--- src/rtl/pong_pkg.sv ---
// Shared types and playfield geometry for the pong game controller and its ball stepper.
package pong_pkg;

    localparam int H_MAX     = 640;
    localparam int V_MAX     = 480;
    localparam int BALL_SIZE = 8;
    localparam int PAD_X     = 600;
    localparam int PAD_W     = 4;
    localparam int PAD_H     = 64;

    localparam logic [9:0] BALL_X0 = 10'((H_MAX - BALL_SIZE) / 2);
    localparam logic [9:0] BALL_Y0 = 10'((V_MAX - BALL_SIZE) / 2);
    localparam logic [9:0] PAD_Y0  = 10'd208;

    typedef struct packed {
        logic [1:0] speed_x;
        logic [1:0] speed_y;
    } init_speed;

    typedef struct packed {
        logic       hsync;
        logic       vsync;
        logic       video_on;
        logic [9:0] pix_x;
        logic [9:0] pix_y;
    } sync_data;

    typedef struct packed {
        logic [9:0] pos_x;
        logic [9:0] pos_y;
    } pos_data;

    typedef enum logic [2:0] {IDLE, SERVE, PLAY, MISS, OVER} game_state_e;

endpackage

--- src/rtl/pong_ball_step.sv ---
// Combinational one-frame ball update: wall bounces, paddle hit and right-edge miss.
module pong_ball_step
    import pong_pkg::*;
(
    input  pos_data    i_ball,
    input  logic [9:0] i_pad_y,
    input  logic [2:0] i_vx,
    input  logic [2:0] i_vy,
    input  logic       i_dir_x,
    input  logic       i_dir_y,
    output pos_data    o_ball,
    output logic       o_dir_x,
    output logic       o_dir_y,
    output logic       o_hit,
    output logic       o_miss
);
    localparam logic [10:0] SZ      = 11'(BALL_SIZE);
    localparam logic [10:0] X_LIM   = 11'(H_MAX - BALL_SIZE);
    localparam logic [10:0] Y_LIM   = 11'(V_MAX - BALL_SIZE);
    localparam logic [10:0] PAD_L   = 11'(PAD_X);
    localparam logic [10:0] PAD_LEN = 11'(PAD_H);

    logic [10:0] w_x, w_y, w_vx, w_vy, w_pad_y;
    logic [9:0]  w_x_nxt, w_y_nxt;
    logic        w_overlap;

    assign w_x     = {1'b0, i_ball.pos_x};
    assign w_y     = {1'b0, i_ball.pos_y};
    assign w_vx    = {8'd0, i_vx};
    assign w_vy    = {8'd0, i_vy};
    assign w_pad_y = {1'b0, i_pad_y};

    // Overlap uses the paddle position from before this frame's paddle move.
    assign w_overlap = (w_y + SZ > w_pad_y) && (w_y < w_pad_y + PAD_LEN);
    assign o_hit     = i_dir_x && (w_x + SZ <= PAD_L) && (w_x + SZ + w_vx >= PAD_L) && w_overlap;
    assign o_miss    = i_dir_x && !o_hit && (w_x + w_vx >= X_LIM);

    // dir_y: 1 = down
    always_comb begin
        w_y_nxt = i_ball.pos_y;
        o_dir_y = i_dir_y;
        if (!i_dir_y) begin
            if (w_y <= w_vy) begin
                w_y_nxt = '0;
                o_dir_y = 1'b1;
            end else begin
                w_y_nxt = 10'(w_y - w_vy);
            end
        end else if (w_y + w_vy >= Y_LIM) begin
            w_y_nxt = 10'(Y_LIM);
            o_dir_y = 1'b0;
        end else begin
            w_y_nxt = 10'(w_y + w_vy);
        end
    end

    // dir_x: 1 = right
    always_comb begin
        w_x_nxt = i_ball.pos_x;
        o_dir_x = i_dir_x;
        if (!i_dir_x) begin
            if (w_x <= w_vx) begin
                w_x_nxt = '0;
                o_dir_x = 1'b1;
            end else begin
                w_x_nxt = 10'(w_x - w_vx);
            end
        end else if (o_hit) begin
            w_x_nxt = 10'(PAD_L - SZ);
            o_dir_x = 1'b0;
        end else if (o_miss) begin
            w_x_nxt = 10'(X_LIM);
        end else begin
            w_x_nxt = 10'(w_x + w_vx);
        end
    end

    assign o_ball = '{pos_x: w_x_nxt, pos_y: w_y_nxt};

endmodule

--- src/rtl/pong_game_ctrl.sv ---
// Pong game sequencer: serve/play/miss/over FSM, paddle control, score and lives, stepped per frame.
module pong_game_ctrl
    import pong_pkg::*;
#(
    parameter int SERVE_FRAMES = 60,
    parameter int MISS_FRAMES  = 30,
    parameter int PAD_STEP     = 4,
    parameter int LIVES        = 3
)
(
    input  logic      clk,
    input  logic      reset,
    input  logic      frame_tick,
    input  init_speed start_speed,
    input  logic      btn_start,
    input  logic      btn_up,
    input  logic      btn_down,
    output pos_data   ball,
    output pos_data   pad,
    output logic [7:0] score,
    output logic [1:0] lives,
    output logic      game_over
);
    localparam logic [7:0]  SERVE_LAST = 8'(SERVE_FRAMES - 1);
    localparam logic [7:0]  MISS_LAST  = 8'(MISS_FRAMES - 1);
    localparam logic [10:0] PAD_Y_MAX  = 11'(V_MAX - PAD_H);
    localparam logic [10:0] STEP       = 11'(PAD_STEP);
    localparam logic [1:0]  LIVES_INIT = 2'(LIVES);

    game_state_e r_state, w_state_nxt;
    pos_data     r_ball, w_ball_nxt, w_step_ball;
    logic [9:0]  r_pad_y, w_pad_y_nxt;
    logic [7:0]  r_cnt, w_cnt_nxt, r_score, w_score_nxt;
    logic [1:0]  r_lives, w_lives_nxt;
    logic [2:0]  r_vx, r_vy, w_vx_nxt, w_vy_nxt;
    logic        r_dir_x, r_dir_y, w_dir_x_nxt, w_dir_y_nxt;
    logic        r_btn_start_d, r_game_over;
    logic        w_start_pe, w_enter_serve, w_step_dir_x, w_step_dir_y, w_hit, w_miss;
    logic [10:0] w_pad_ext;

    assign w_start_pe = btn_start && !r_btn_start_d;
    assign w_pad_ext  = {1'b0, r_pad_y};

    pong_ball_step u_step (
        .i_ball  (r_ball),
        .i_pad_y (r_pad_y),
        .i_vx    (r_vx),
        .i_vy    (r_vy),
        .i_dir_x (r_dir_x),
        .i_dir_y (r_dir_y),
        .o_ball  (w_step_ball),
        .o_dir_x (w_step_dir_x),
        .o_dir_y (w_step_dir_y),
        .o_hit   (w_hit),
        .o_miss  (w_miss)
    );

    always_ff @(posedge clk or posedge reset) begin
        if (reset) begin
            r_state       <= IDLE;
            r_ball        <= '{pos_x: BALL_X0, pos_y: BALL_Y0};
            r_pad_y       <= PAD_Y0;
            r_cnt         <= '0;
            r_score       <= '0;
            r_lives       <= LIVES_INIT;
            r_vx          <= 3'd1;
            r_vy          <= 3'd1;
            r_dir_x       <= 1'b0;
            r_dir_y       <= 1'b1;
            r_btn_start_d <= 1'b0;
            r_game_over   <= 1'b0;
        end else begin
            r_state       <= w_state_nxt;
            r_ball        <= w_ball_nxt;
            r_pad_y       <= w_pad_y_nxt;
            r_cnt         <= w_cnt_nxt;
            r_score       <= w_score_nxt;
            r_lives       <= w_lives_nxt;
            r_vx          <= w_vx_nxt;
            r_vy          <= w_vy_nxt;
            r_dir_x       <= w_dir_x_nxt;
            r_dir_y       <= w_dir_y_nxt;
            r_btn_start_d <= btn_start;
            r_game_over   <= (w_state_nxt == OVER);
        end
    end

    always_comb begin
        w_state_nxt   = r_state;
        w_ball_nxt    = r_ball;
        w_pad_y_nxt   = r_pad_y;
        w_cnt_nxt     = r_cnt;
        w_score_nxt   = r_score;
        w_lives_nxt   = r_lives;
        w_vx_nxt      = r_vx;
        w_vy_nxt      = r_vy;
        w_dir_x_nxt   = r_dir_x;
        w_dir_y_nxt   = r_dir_y;
        w_enter_serve = 1'b0;

        case (r_state)
            IDLE, OVER: begin
                if (w_start_pe) begin
                    w_enter_serve = 1'b1;
                    w_score_nxt   = '0;
                    w_lives_nxt   = LIVES_INIT;
                end
            end
            SERVE: begin
                if (frame_tick) begin
                    if (r_cnt == SERVE_LAST) begin
                        w_state_nxt = PLAY;
                        w_cnt_nxt   = '0;
                    end else begin
                        w_cnt_nxt = r_cnt + 8'd1;
                    end
                end
            end
            PLAY: begin
                if (frame_tick) begin
                    w_ball_nxt  = w_step_ball;
                    w_dir_x_nxt = w_step_dir_x;
                    w_dir_y_nxt = w_step_dir_y;
                    if (w_hit && r_score != 8'hFF)
                        w_score_nxt = r_score + 8'd1;
                    if (w_miss) begin
                        w_state_nxt = MISS;
                        w_lives_nxt = r_lives - 2'd1;
                        w_cnt_nxt   = '0;
                    end
                end
            end
            MISS: begin
                if (frame_tick) begin
                    if (r_cnt == MISS_LAST) begin
                        w_cnt_nxt = '0;
                        if (r_lives == 2'd0)
                            w_state_nxt = OVER;
                        else
                            w_enter_serve = 1'b1;
                    end else begin
                        w_cnt_nxt = r_cnt + 8'd1;
                    end
                end
            end
            default: w_state_nxt = IDLE;
        endcase

        // Every way into SERVE recentres the ball and relatches the serve velocity.
        if (w_enter_serve) begin
            w_state_nxt = SERVE;
            w_cnt_nxt   = '0;
            w_ball_nxt  = '{pos_x: BALL_X0, pos_y: BALL_Y0};
            w_dir_x_nxt = 1'b0;
            w_dir_y_nxt = 1'b1;
            w_vx_nxt    = {1'b0, start_speed.speed_x} + 3'd1;
            w_vy_nxt    = {1'b0, start_speed.speed_y} + 3'd1;
        end

        if (frame_tick && (r_state == SERVE || r_state == PLAY)) begin
            if (btn_up && !btn_down)
                w_pad_y_nxt = (w_pad_ext <= STEP) ? '0 : 10'(w_pad_ext - STEP);
            else if (btn_down && !btn_up)
                w_pad_y_nxt = (w_pad_ext + STEP >= PAD_Y_MAX) ? 10'(PAD_Y_MAX) : 10'(w_pad_ext + STEP);
        end
    end

    assign ball      = r_ball;
    assign pad       = '{pos_x: 10'(PAD_X), pos_y: r_pad_y};
    assign score     = r_score;
    assign lives     = r_lives;
    assign game_over = r_game_over;

endmodule
--- config.mk ---
export PLATFORM = sky130hd
export DESIGN_NAME = pong_game_ctrl
export DESIGN_NICKNAME = d
export VERILOG_FILES = /design/src/rtl/pong_pkg.sv /design/src/rtl/pong_ball_step.sv /design/src/rtl/pong_game_ctrl.sv
export SDC_FILE = /design/constraint.sdc
export NUM_CORES = 1
export LEC_CHECK = 0
export ABC_AREA = 1
export ABC_CLOCK_PERIOD_IN_PS = 4460
export BUFFER_PORTS_ARGS = -buffer_cell sky130_fd_sc_hd__buf_2
export CORE_MARGIN = 1.5
export CORE_UTILIZATION = 40
export DETAILED_ROUTE_END_ITERATION = 16
export GPL_ROUTABILITY_DRIVEN = 0
export HOLD_SLACK_MARGIN = 0.08
export PLACE_DENSITY = 0.57
export SYNTH_ARGS = -nofsm -noshare
export SYNTH_HDL_FRONTEND = slang
export SYNTH_SLANG_ARGS = --single-unit
--- constraint.sdc ---
create_clock -name clk -period 4.46 [get_ports clk]
set_input_delay 0.669 -clock clk [delete_from_list [all_inputs] [get_ports clk]]
set_output_delay 0.669 -clock clk [all_outputs]
set_load 0.05 [all_outputs]
==> flow_metrics.tcl <==
set metrics [dict create \
    status "complete, no violations" \
    reg2reg_to "score[1]$_DFFE_PP0P_" \
    cts_setup_buffers 0 \
    setup_viol 0 \
    tns_ps 0 \
    final_cell_mix "nand2_1 (169), inv_1 (96), nor2_1 (80)" \
    synth_top_area_cell "dfrtp_1" \
    track_usage_pct 20.28 \
    tritoncts "yes" \
    relSlewSlack_pct 37.43 \
    synth_top_area_share_pct 18.95 \
    drv_slew 0 \
    clock-root-buffer "clkbuf_16" \
    ios 61 \
    cp_data_arrival_time_ps 3240 \
    muxShareOfSynthArea_pct 0 \
    grt_pass1_vias 4868 \
    min_path_type "input port to flop" \
    num_vias 5187 \
    wl_met3_um 548 \
    nets 871 \
    die-width_um 119.3 \
    yosys_warnings 0 \
    synth_compound_area_share_pct 12.60 \
    grt_start_max_net_pins 44 \
    rsz0062_at_grt "no" \
    fill_cells 1414 \
    htreeDepth 3 \
    critPathLaunch "ball[3]$_DFFE_PP1P_" \
    p_total_mw 2.964 \
    finalHoldViolCount 0 \
    first_iter_violations 338 \
    period_share_pct 67.66 \
    diodes 0 \
    synth.area.top_cells "dfrtp_1 (19%), nand2_1 (12%), ha_1 (10%)" \
    crit_fanout 11 \
    ys_ff_latch 59 \
    via_per_inst 5.218 \
    postCtsHoldBufs 0 \
    critPathKind "flop to flop" \
    cts_buffer_depth 2 \
    core_area_um2 13240 \
    cp.required_ps 4680 \
    p_leak_nw 2.979 \
    synth_top_family_by_area "simple AND/OR/NAND/NOR gates" \
    finalCriticalPeriod_ps 3018 \
    wire_per_inst_um 14.00 \
    ff2ff_setup_slack_ps 1440 \
    max_cap_violations 0 \
    cts_made_buffers 9 \
    ys_seq_area_share_pct 27.69 \
    ant_nets 0 \
    drc 0 \
    ctsResizeCount 0 \
    clk_latency_ps 330 \
    antenna_found_initial 0 \
    yosysUniqueCellTypes 50 \
    ir_drop_mv 0.1891 \
    hold_ws_ps 480.2 \
    multi_input_comb_area_um2 3406 \
    clk_pin_slew_worst_paths_ps 60 \
    worst_slew_pin_slew_ps 937.2 \
    die_area_um2 14240 \
    synthXorXnorAreaFrac_pct 6.795 \
    reg2reg_depth 17 \
    highest_layer "met4" \
    clock_sinks 59 \
    grt_pass1_wl_um 23290 \
    synth_fa_ha_area_share_pct 11.65 \
    start_util_pct 40.88 \
    route.met2.wl_um 6503 \
    syn_area_um2 5414 \
    rows 42 \
    power.density_nw_per_um2 488.9 \
    layout_commonest_cell "nand2_1" \
    synth_cells 768 \
    ff_latch_area_um2 1499 \
    regToRegStartpoint "ball[3]$_DFFE_PP1P_" \
    globalRouteOverflowTotal 0 \
    wirelength_met1_um 6554 \
    io_buffers 48 \
    cp-start-kind "flop" \
    crit_path_end_kind "flop" \
    fin_skew_ps 5.214 \
    drtPass1Iterations 5 \
    critPathCapture "score[1]$_DFFE_PP0P_" \
    dp_hpwl_um 10630 \
    syn_avg_cell_area_um2 7.049 \
    max_freq_ghz 0.3314 \
    drive_above_1_share_pct 14.43 \
    syn_to_final_growth_pct 11.99 \
    wirelength_um 13920 \
    synthSimpleGateAreaFrac_pct 31.04 \
    die_height_um 119.3 \
]
[cell families after synthesis]
group           count (synthesis)
simple gates                  367
buf+inv                       130
compound gates                120
flops                          59
fa+ha+maj                      48
xor+xnor                       42
other cells                     2
[Yosys cell counts (all sizes together)]
library cell / instances
a211o: 1
a211oi: 1
a21o: 2
a21oi: 38
a221oi: 1
a22oi: 3
a31o: 1
a31oi: 4
a32oi: 1
buf: 21
clkbuf: 4
clkinv: 3
conb: 2
dfrtp: 41
dfstp: 18
fa: 4
ha: 44
inv: 102
nand2: 180
nand3: 56
nand3b: 3
nand4: 27
nor2: 89
nor3: 5
nor3b: 1
nor4: 3
o211ai: 7
o21a: 1
o21ai: 56
o21bai: 1
o22a: 1
o22ai: 1
o311ai: 1
or2: 3
xnor2: 7
xor2: 35
[state kept, by name, summed over array words and instances, names as in the netlist]
signal,count
game_over,1
r_vx,3
score,8
r_dir_x,1
r_vy,3
r_state,3
r_cnt,8
r_pad_y,8
lives,2
ball,20
r_btn_start_d,1
r_dir_y,1
[per-layer routing]
metal	GRT usage, %	up-vias
li1	-	2588
met2	33.02	127
met4	7.292	0
met1	26.98	2447
met5	0	-
met3	3.688	25
[metrics by stage]
stage / cells / setup WS [ps] / util, % / instance area (um^2)
floorplan: 778 / 1579 / - / 5451
global placement: 978 / 1461 / 43.55 / 5767
detailed placement: 978 / 1431 / 43.55 / 5767
CTS: 994 / 1417 / 45.79 / 6063
global route: 994 / 1130 / 45.79 / 6063
finish: 994 / 1442 / 45.79 / 6063
[how the worst min path moves through the flow]
stage	from	slack (ps)	to	depth (start not counted)
6_report	btn_start	480	r_btn_start_d$_DFF_PP0_	1
5_1_grt	btn_start	470	r_btn_start_d$_DFF_PP0_	1
4_1_cts	btn_start	460	r_btn_start_d$_DFF_PP0_	1
3_5_place_dp	lives[1]$_DFFE_PP1P_	480	lives[1]$_DFFE_PP1P_	2
3_3_place_gp	lives[1]$_DFFE_PP1P_	470	lives[1]$_DFFE_PP1P_	2
2_1_floorplan	r_vx[0]$_DFFE_PP1P_	480	r_vx[0]$_DFFE_PP1P_	2
[power by group]
part	switching (mW)	leakage [nW]	total, mW	internal (mW)
Combinational	0.971	2.11	1.43	0.457
Clock	0.251	0.139	0.697	0.447
Sequential	0.163	0.730	0.839	0.676
Total	1.39	2.98	2.96	1.58
[cell type report]
cell class / instances / area share [%]
multi-input combinational: 589 / 56.17
sequential: 59 / 24.72
inverter: 105 / 6.500
timing repair buffer: 49 / 4.086
clock buffer: 12 / 4.065
tap: 176 / 3.632
clock inverter: 4 / 0.8254
[worst max-delay path, stage by stage, from the launching register on]
cell and delay (ps):
dfstp_2 660, ha_1 240, inv_1 50, nor2_1 230, nand2_1 110, xnor2_1 130, ha_1 330, inv_1 50
o211ai_1 160, nor2_1 70, nand2_1 60, nand2_1 60, nor2_2 200, nand4_2 170, nand2_2 190, inv_2 80
nand2_1 60, nand2_1 50
(Power assumes the default switching activity.)
